`src/rtl/div_unit_pkg.sv`:
```
// Shared definitions for the iterative divider: op encodings and FSM states.
package div_unit_pkg;

   // op = {is_mod, is_unsigned}
   localparam logic [1:0] DIV_W  = 2'b00;
   localparam logic [1:0] DIV_WU = 2'b01;
   localparam logic [1:0] MOD_W  = 2'b10;
   localparam logic [1:0] MOD_WU = 2'b11;

   typedef enum logic [1:0] {
      IDLE = 2'd0,
      CALC = 2'd1,
      FIX  = 2'd2
   } div_state_t;

   function automatic logic op_is_signed(input logic [1:0] op);
      return ~op[0];
   endfunction

   function automatic logic op_is_mod(input logic [1:0] op);
      return op[1];
   endfunction

endpackage

```
`src/rtl/div_unit_step.sv`:
```
// One restoring-division iteration: shift in the next dividend bit, subtract
// the divisor when it fits and record the quotient bit.
module div_step #(
   parameter int WIDTH = 32
) (
   input  logic [WIDTH-1:0] r_in,
   input  logic [WIDTH-1:0] q_in,
   input  logic [WIDTH-1:0] divisor,
   output logic [WIDTH:0]   r_out,
   output logic [WIDTH-1:0] q_out
);

   logic [WIDTH:0] shifted;
   logic [WIDTH:0] diff;
   logic           fits;

   always_comb begin
      shifted = {r_in, q_in[WIDTH-1]};
      diff    = shifted - {1'b0, divisor};
      fits    = (shifted >= {1'b0, divisor});
      r_out   = fits ? diff : shifted;
      q_out   = {q_in[WIDTH-2:0], fits};
   end

endmodule

```
`src/rtl/div_unit.sv`:
```
// Multi-cycle signed/unsigned 32-bit divider for the EX stage; busy stalls the
// pipeline, done pulses for one cycle with the registered result on y.
module div_unit
   import div_unit_pkg::*;
#(
   parameter int WIDTH = 32
) (
   input  logic             clk,
   input  logic             rst,
   input  logic             start,
   input  logic [1:0]       op,
   input  logic [WIDTH-1:0] a,
   input  logic [WIDTH-1:0] b,
   input  logic             flush,
   output logic             busy,
   output logic             done,
   output logic [WIDTH-1:0] y
);

   localparam int CW = $clog2(WIDTH);
   localparam logic [CW-1:0] CNT_ONE  = CW'(1);
   localparam logic [CW-1:0] CNT_LAST = CW'(WIDTH - 1);

   div_state_t       state_reg, state_next;
   logic [CW-1:0]    count_reg;
   logic [WIDTH:0]   r_reg;
   logic [WIDTH-1:0] q_reg;
   logic [WIDTH-1:0] divisor_reg;
   logic [WIDTH-1:0] a_orig_reg;
   logic             is_mod_reg;
   logic             q_neg_reg;
   logic             r_neg_reg;
   logic             div_zero_reg;
   logic [WIDTH-1:0] y_reg;
   logic             done_reg;

   logic [WIDTH:0]   r_step;
   logic [WIDTH-1:0] q_step;
   logic [WIDTH-1:0] q_fix;
   logic [WIDTH-1:0] r_fix;
   logic [WIDTH-1:0] result;
   logic             is_signed;
   logic             unused_r_msb;

   // Remainder after every step is below the divisor, so its MSB is always 0.
   assign unused_r_msb = r_reg[WIDTH];
   assign is_signed    = op_is_signed(op);

   div_step #(.WIDTH(WIDTH)) u_step (
      .r_in    (r_reg[WIDTH-1:0]),
      .q_in    (q_reg),
      .divisor (divisor_reg),
      .r_out   (r_step),
      .q_out   (q_step)
   );

   always_ff @(posedge clk) begin
      if (rst || flush) begin
         state_reg <= IDLE;
      end else begin
         state_reg <= state_next;
      end
   end

   always_comb begin
      state_next = state_reg;
      case (state_reg)
         IDLE:    if (start) state_next = CALC;
         CALC:    if (count_reg == '0) state_next = FIX;
         FIX:     state_next = IDLE;
         default: state_next = IDLE;
      endcase
   end

   always_comb begin
      busy = (state_reg != IDLE);
      done = done_reg;
      y    = y_reg;
   end

   always_comb begin
      q_fix = q_neg_reg ? (~q_reg + 1'b1) : q_reg;
      r_fix = r_neg_reg ? (~r_reg[WIDTH-1:0] + 1'b1) : r_reg[WIDTH-1:0];
      if (div_zero_reg) begin
         result = is_mod_reg ? a_orig_reg : '1;
      end else begin
         result = is_mod_reg ? r_fix : q_fix;
      end
   end

   always_ff @(posedge clk) begin
      if (rst) begin
         count_reg    <= '0;
         r_reg        <= '0;
         q_reg        <= '0;
         divisor_reg  <= '0;
         a_orig_reg   <= '0;
         is_mod_reg   <= 1'b0;
         q_neg_reg    <= 1'b0;
         r_neg_reg    <= 1'b0;
         div_zero_reg <= 1'b0;
         y_reg        <= '0;
         done_reg     <= 1'b0;
      end else begin
         done_reg <= 1'b0;
         if (!flush) begin
            case (state_reg)
               IDLE: begin
                  if (start) begin
                     is_mod_reg   <= op_is_mod(op);
                     divisor_reg  <= (is_signed && b[WIDTH-1]) ? (~b + 1'b1) : b;
                     q_reg        <= (is_signed && a[WIDTH-1]) ? (~a + 1'b1) : a;
                     r_reg        <= '0;
                     a_orig_reg   <= a;
                     q_neg_reg    <= is_signed & (a[WIDTH-1] ^ b[WIDTH-1]);
                     r_neg_reg    <= is_signed & a[WIDTH-1];
                     div_zero_reg <= (b == '0);
                     count_reg    <= CNT_LAST;
                  end
               end
               CALC: begin
                  r_reg <= r_step;
                  q_reg <= q_step;
                  if (count_reg != '0) count_reg <= count_reg - CNT_ONE;
               end
               FIX: begin
                  y_reg    <= result;
                  done_reg <= 1'b1;
               end
               default: ;
            endcase
         end
      end
   end

endmodule

```
`config.mk`:
```
export PLATFORM = sky130hd
export DESIGN_NAME = div_unit
export DESIGN_NICKNAME = d
export VERILOG_FILES = /design/src/rtl/div_unit_pkg.sv /design/src/rtl/div_unit_step.sv /design/src/rtl/div_unit.sv
export SDC_FILE = /design/constraint.sdc
export NUM_CORES = 1
export LEC_CHECK = 0
export CORE_UTILIZATION = 23
export DETAILED_ROUTE_END_ITERATION = 10
export DONT_BUFFER_PORTS = 1
export SLEW_MARGIN = 20
export SYNTH_ARGS = -nofsm -noshare
export SYNTH_HDL_FRONTEND = slang
export SYNTH_HIERARCHICAL = 1
export SYNTH_SLANG_ARGS = --single-unit
```
`constraint.sdc`:
```
create_clock -name clk -period 4.1 [get_ports clk]
set_input_delay 0.82 -clock clk [delete_from_list [all_inputs] [get_ports clk]]
set_output_delay 0.82 -clock clk [all_outputs]
set_load 0.01 [all_outputs]
```
# Word-level counts from Yosys, hierarchy flattened
# Cells that the tools add are included.
# word_totals
out_inout_bits	34
regBits	172
word_cells	67
input_bits	70
# op_classes
n_bitwise	9
n_reduce_logical	15
order_cmp	1
n_addsub	6
eq_ne	5
mux	19
# ops
operator	count
$mux W32	10
$add A32 B1 Y32 const B	4
$not A32 Y32	4
$pmux W32 S2	2
$ge A33 B32 Y1	1
$logic_not A32 Y1	1
$sub A32 B32 Y32	1
$mux W5	2
$pmux W5 S2	1
$ne A2 B2 Y1 const B	3
$reduce_and A3 Y1	2
$logic_not A5 Y1	1
$reduce_bool A5 Y1	1
$sub A5 B1 Y5 const B	1
$mux W2	2
$pmux W2 S2	1
$reduce_and A2 Y1	2
$reduce_and A4 Y1	1
$reduce_bool A2 Y1	2
$and A1 B1 Y1	2
$eq A2 B1 Y1 const B	1
$eq A2 B2 Y1 const B	1
$logic_and A1 B1 Y1	2
$logic_not A2 Y1	1
other kinds (5)	6

# Depth between registers and ports, before layout
# Gate-level depths: netlist (run 1).
# logic_depth
word_depth	5
mapped_depth	16
ltp_nobuf	14

# By module
# Netlist (run 1), hierarchy kept.
# by_module_without_submodules
mod	seq_area_each_um2	cells_per_inst	area_each_um2	n_inst
div_unit	3443.3	1256	9651.8	1
div_step	0.0	407	2573.7	1

# Least setup slack after synthesis (run 1)
# No wires, ideal clock.
# synth_timing
path_kind	flip-flop to flip-flop
start	reg divisor_reg[1]
end	reg r_reg[18]
slack_ns	1.233
arrival_ns	2.735
n_path_buf	1
path_stages_with_launch	14
setup_time_ns	0.132
cell_sequence	dfxtp_1 inv_1 ha_1 nor2b_1 o31a_1 o31ai_4 o221ai_2 a31o_1 a21o_1 a21oi_4 buf_6 mux2_2 nand3_1 a21oi_1
# synth_via
elab_chain_cells	3
word_cells_on_any_way	4
cone_classes	add/sub: 1; order compare: 1; mux: 2
# synth_lines
element	line_no	rtl
from (decl)	div_unit.sv:28	logic [WIDTH-1:0] divisor_reg;
from (signal assigned)	div_unit.sv:111	divisor_reg <= (is_signed && b[WIDTH-1]) ? (~b + 1'b1) : b;
$sub A32 B32 Y32 or $ge A33 B32 Y1 (tied branches)	div_unit_step.sv:19, div_unit_step.sv:20	
$mux W32 (*)	div_unit_step.sv:21	r_out = fits ? diff : shifted;
net r_step[18]	div_unit.sv:37	logic [WIDTH:0] r_step;
$pmux W32 S2 (*)	div_unit.sv:107	case (state_reg)
to (signal assigned)	div_unit.sv:122	r_reg <= r_step;
to (decl)	div_unit.sv:26	logic [WIDTH:0] r_reg;
# The timed path passes the listed nets; every way through them passes the cells marked *.
# A chain may end at the register's enable or synchronous reset.

# Worst setup path in the final report (run 1)
# layout_timing
start	reg r_reg[0]
end	reg r_reg[3]
# layout_via
elab_chain_cells	3
word_cells_on_any_way	4
cone_classes	add/sub: 1; order compare: 1; mux: 2
# layout_lines
element	line_no
$sub A32 B32 Y32 or $ge A33 B32 Y1 (tied branches)	div_unit_step.sv:19, div_unit_step.sv:20
$mux W32 (*)	div_unit_step.sv:21
net r_step[3]	div_unit.sv:37
$pmux W32 S2 (*)	div_unit.sv:107
# Marks and branches as above.

==> impl_results.md, run 1 <==
* Max-Cap Viols at 0
* Most frequent cells in the layout: nand2_1, dfxtp_1, a21oi_1, nor2_1, o21ai_0
* Total grt overflow at 0
* Worst Path Required at ~4.5 ns
* Slew Limit Fails at 0
* HPWL Detailed at 32,600 um
* DRC viols at 0
* Syn Area/Cell at 7.35 sq um
* Global-route wire length before repair at about 66,000 um
* CTS resizes at 0
* TritonCTS clock tree: done
* H-tree levels at 4
* Clock Skew at 0.0111 ns
* Final GP Congestion at 0.959
* Flop2flop setup slack at around 0.35 ns
* Post-cts hold buffer count at 0
* Status: complete, no violations
* Synth-to-Final Area Change at 8.47%
* Routed vias/inst at 5.29
* Reg2reg end: r_reg[3]
* CP peak stage delay at 0.61 ns
* Fraction of layout cells with a size suffix above 1 at 0.0641
* Routed WL per cell at between 15 and 20 um
* Setup Viol. Count Final at 0
* Number of buffers created by CTS at 17
* Pre-Repair DR Iteration Count at 5
* Critical path arrival at 4.10 ns
* Post-place setup slack at 0.411 ns
* Worst Path Buf+Inv at 1
* Synth Warn # at 6
* Reg2Reg Depth at 12
* Die height at 232 um
* Initial Utilization at 0.235
* Die Wd at around 230 um
* Most common cell after layout, fill and taps aside: nand2_1
* Syn nets at 1,765
* CTS max path bufs at 2
* Via count at 11,900
* # rows at 83
* Post-CTS Setup Inserts at 0
* Ports at about 100
* Detailed-route wire length at between 40,000 and 50,000 um
* Post-route clock period utilization at 0.913
* Root Driver: clkbuf_16
* N_diodes at 0
* Hold Startpoint: rst
* Final std cells w/o fill at around 2,300
* Worst hold path class: input port to flop
* Vias in the first global route at 11,100
* Leak Pwr at 4.76 nW
* CP startpoint kind: flop
* Fmax at 267 MHz
* Antenna-violating nets left at 0
* # clock sinks at 172
* Final worst path period need at 3.75 ns
* Kind of critical path: flop to flop
* Pwr dens at ~330 nW/um^2
* Fin nets at 1,671
* Worst Hold End: div_zero_reg
* Worst path cell trace: ha_1, nor2b_1, o31a_1, o31ai_4, o221ai_2, a31o_1, a21o_1, a21oi_4, buf_4, mux2_2, nand3_1, a21oi_1
* CP top delay family: compound AO/OA/AOI/OAI gates
* Min-Delay Path Depth at 1
* Normalized max-slew margin at 0.241
* CP max FO at 28
* Placed cell count at between 2,000 and 2,500
* Die footprint at 53,900 sq um
* Final hold vios at 0
* Total Routing Usage GR at 0.157
* Clock insertion delay at the later pin of the skew report at 0.46 ns
* Syn Std Cell Area at around 12,000 sq um
* Initial antenna violation count at 0
* Core footprint at between 50,000 and 60,000 sq um
* RSZ-0062 raised after global routing: no
* Starting DRT DRC Count at 972
* Crit path max-delay cell type: a21oi_4
* Setup TNS at 0 ns
* Port bufs at 0
* Largest net degree at the start of global routing at 152
* Least-Margin Pin Slew at 1.14 ns
* CP endpoint kind: flop
* Cell count after synthesis at 1,657
* Clock Pin Slew Worst Setup and Hold Paths at 0.08 ns
* Reg2Reg Launch Point: r_reg[0]
* Worst Slack Setup Final at 0.355 ns
* Worst vdd ir at 0.312 mV
## worst max-delay path by stage
| stage | start | endpoint | slack (ns) | depth (start not counted) |
|---|---|---|---|---|
| 5_1_grt | r_reg[0] | r_reg[9] | 0.16 | 13 |
| 6_report | r_reg[0] | r_reg[3] | 0.35 | 12 |
| 3_3_place_gp | r_reg[0] | r_reg[4] | 0.48 | 12 |
| 2_1_floorplan | q_reg[31] | r_reg[24] | 1.24 | 13 |
| 3_5_place_dp | r_reg[0] | r_reg[3] | 0.41 | 12 |
| 4_1_cts | r_reg[0] | r_reg[3] | 0.40 | 12 |
## final cells by class
type	instances	area, sq um
Fill cell	5648	38600
Multi-Input combinational cell	1279	7850
Sequential cell	172	3440
Tap cell	680	851
Clock buffer	17	425
Timing Repair Buffer	34	255
Inverter	59	221
Clock inverter	15	169
## power breakdown
part | switching, W | internal [W]
Clock | 0.000804 | 0.000869
Sequential | 0.0000911 | 0.00175
Combinational | 0.000534 | 0.000331
## stage by stage
stage	util	total power [W]	area, sq um	hold WS (ns)
final	0.255	0.00438	13200	0.427
after global routing	0.255	0.00458	13200	0.416
after CTS	0.255	0.00441	13200	0.411
after detailed placement	0.244	0.00273	12600	0.444
after global placement	0.244	0.00271	12600	0.438
after floorplan	-	0.00256	12200	0.432
## per-layer routing
metal	up-vias	part of all wire	GRT usage
li1	5772	-	-
met1	5644	0.45	0.210
met2	435	0.44	0.239
met3	75	0.067	0.0291
met4	0	0.043	0.0802
met5	-	0	0
No activity file was read; power rests on OpenSTA's default activity.
==> inputs of run 2 (changes only) <==
Settings changed: SETUP_SLACK_MARGIN set to 0.4.
==> run 2 against run 1 <==
  * Register-to-register slack improved by 0.30 ns
  * Critical path depth did not move
  * Clock-buffer cell count is the same
  * Via count grew 0.23%
  * Non-clock buffer count grew 3
  * Total power is 0.27% higher
==> impl_results.md, run 2 (synthesized netlist as in run 1, its figures left out) <==
* Status: complete, no violations
* N_diodes at 0 (unchanged)
* Reg2Reg Launch Point: r_reg[0]
* Antenna-violating nets left at 0 (unchanged)
* Routed WL per cell at 19.1 um (+0.28%)
* Largest net degree at the start of global routing at 152 (unchanged)
* Leak Pwr at 4.79 nW (+0.43%)
* Initial Utilization at 0.235 (unchanged)
* Most common cell after layout, fill and taps aside: nand2_1
* Hold Startpoint: rst
* Kind of critical path: flop to flop
* CP max FO at 14 (-50%)
* Slew Limit Fails at 0 (unchanged)
* Power consumption at 0.00439 W (+0.27%)
* TritonCTS clock tree: done
* Ports at 104 (unchanged)
* CP startpoint kind: flop
* Final GP Congestion at 0.959 (unchanged)
* Total grt overflow at 0 (unchanged)
* Clock insertion delay at the later pin of the skew report at 0.46 ns (about the same)
* # rows at 83 (unchanged)
* CP endpoint kind: flop
* Fmax at 290 MHz (+8.6%)
* Reg2Reg Depth at 12 (unchanged)
* HPWL Detailed at 32,600 um (unchanged)
* Final std cells w/o fill at 2,260 (+0.18%)
* Root Driver: clkbuf_16
* Reg2reg end: r_reg[30]
* Number of buffers created by CTS at 17 (unchanged)
* Total Routing Usage GR at 0.157 (unchanged)
* Detailed-route wire length at 43,100 um (+0.46%)
* Worst vdd ir at 0.316 mV (+1.4%)
* Worst hold path class: input port to flop
* Max-Cap Viols at 0 (unchanged)
* Die height at 232 um (unchanged)
* Most frequent cells in the layout: nand2_1, dfxtp_1, a21oi_1, nor2_1, o21ai_0
* Flop2flop setup slack at 0.65 ns (+0.30 ns)
* Die footprint at 53,900 sq um (unchanged)
* Final hold vios at 0 (unchanged)
* Global-route wire length before repair at 65,900 um (unchanged)
* Normalized max-slew margin at 0.236 (-0.00507)
* CTS max path bufs at 2 (unchanged)
* Min-Delay Path Depth at 1 (unchanged)
* Setup Viol. Count Final at 0 (unchanged)
* Final worst path period need at 3.45 ns (-0.297 ns)
* Vias in the first global route at 11,100 (unchanged)
* Routed vias/inst at 5.29 (about the same)
* H-tree levels at 4 (unchanged)
* Synth-to-Final Area Change at 8.83%
* Placed cell count at 2,224 (unchanged)
* Critical path arrival at 3.80 ns (-0.30 ns)
* Least-Margin Pin Slew at 1.14 ns (+0.00760 ns)
* Die Wd at 232 um (unchanged)
* Fillers at 5,643 (-0.089%)
* Starting DRT DRC Count at 1,054 (+8.4%)
* Via count at 12,000 (+0.23%)
* Pre-Repair DR Iteration Count at 5 (unchanged)
* Fin nets at 1,675 (+0.24%)
* Setup TNS at 0 ns (unchanged)
* Initial antenna violation count at 0 (unchanged)
* Port bufs at 0 (unchanged)
* DRC viols at 0 (unchanged)
* Post-route clock period utilization at 0.841 (-0.0725)
* CTS resizes at 0 (unchanged)
* Clock Pin Slew Worst Setup and Hold Paths at 0.08 ns (about the same)
* Fraction of layout cells with a size suffix above 1 at 0.0665 (+0.00237)
* Clock Skew at 0.0115 ns (+0.000418 ns)
* Worst Hold End: div_zero_reg
* # clock sinks at 172 (unchanged)
* Pwr dens at 331 nW/um^2 (about the same)
* Worst Path Required at 4.46 ns (about the same)
* Core footprint at 51,800 sq um (unchanged)
* RSZ-0062 raised after global routing: no
==> run 2: per-stage QoR <==
step           setup WS [ns]  hold WS [ns]   util  area (sq um)
2_1_floorplan           1.24         0.432      -         12200
5_1_grt                0.462         0.416  0.256         13300
4_1_cts                0.401         0.411  0.255         13200
3_3_place_gp           0.476         0.438  0.244         12600
6_report               0.652         0.421  0.256         13300
3_5_place_dp           0.411         0.444  0.244         12600
==> run 2: area by class of cell <==
type                    count  area (sq um)  share of cell area
clock buffers              17           425              0.0321
clock inverters            15           169              0.0127
inverters                  59           221              0.0167
multi-input cells        1280          7860               0.593
flip-flops and latches    172          3440               0.260
well taps                 680           851              0.0642
repair buffers             37           290              0.0219
==> run 2: worst max path at each step <==
| stage | cells after the start | from | slack [ns] | endpoint |
|---|---|---|---|---|
| 3_5_place_dp | 12 | r_reg[0] | 0.41 | r_reg[3] |
| 5_1_grt | 12 | r_reg[0] | 0.46 | r_reg[30] |
| 6_report | 12 | r_reg[0] | 0.65 | r_reg[30] |
| 3_3_place_gp | 12 | r_reg[0] | 0.48 | r_reg[4] |
| 2_1_floorplan | 13 | q_reg[31] | 1.24 | r_reg[24] |
| 4_1_cts | 12 | r_reg[0] | 0.40 | r_reg[3] |
==> run 2: critical path, stage by stage (launching register included) <==
cell      delay, ns
dfxtp_1        0.50
ha_1           0.29
nor2b_1        0.14
o31a_1         0.29
o31ai_4        0.28
o221ai_2       0.24
a31o_1         0.31
a21o_1         0.24
a21oi_2        0.58
nor2b_1        0.25
a21oi_1        0.06
nand3_1        0.08
a21oi_1        0.07
==> run 2: power by group <==
group,leakage [nW],switching [W],internal (W)
logic,3.10,0.000536,0.000333
registers,1.40,0.0000915,0.00175
clock network,0.287,0.000810,0.000868
total,4.79,0.00144,0.00295
==> run 2: timing repair <==
item,4_1_cts,5_1_grt
buffers inserted,0,3
hold buffers,0,0
endpoints found under the hold margin,0,0
setup endpoints to repair,0,24
==> run 2: per-layer routing <==
layer,global-route usage,share of wire,vias up
met5,0,0,-
met4,0.0802,0.042,0
met3,0.0291,0.069,79
met2,0.239,0.44,451
met1,0.210,0.45,5640
li1,-,-,5783
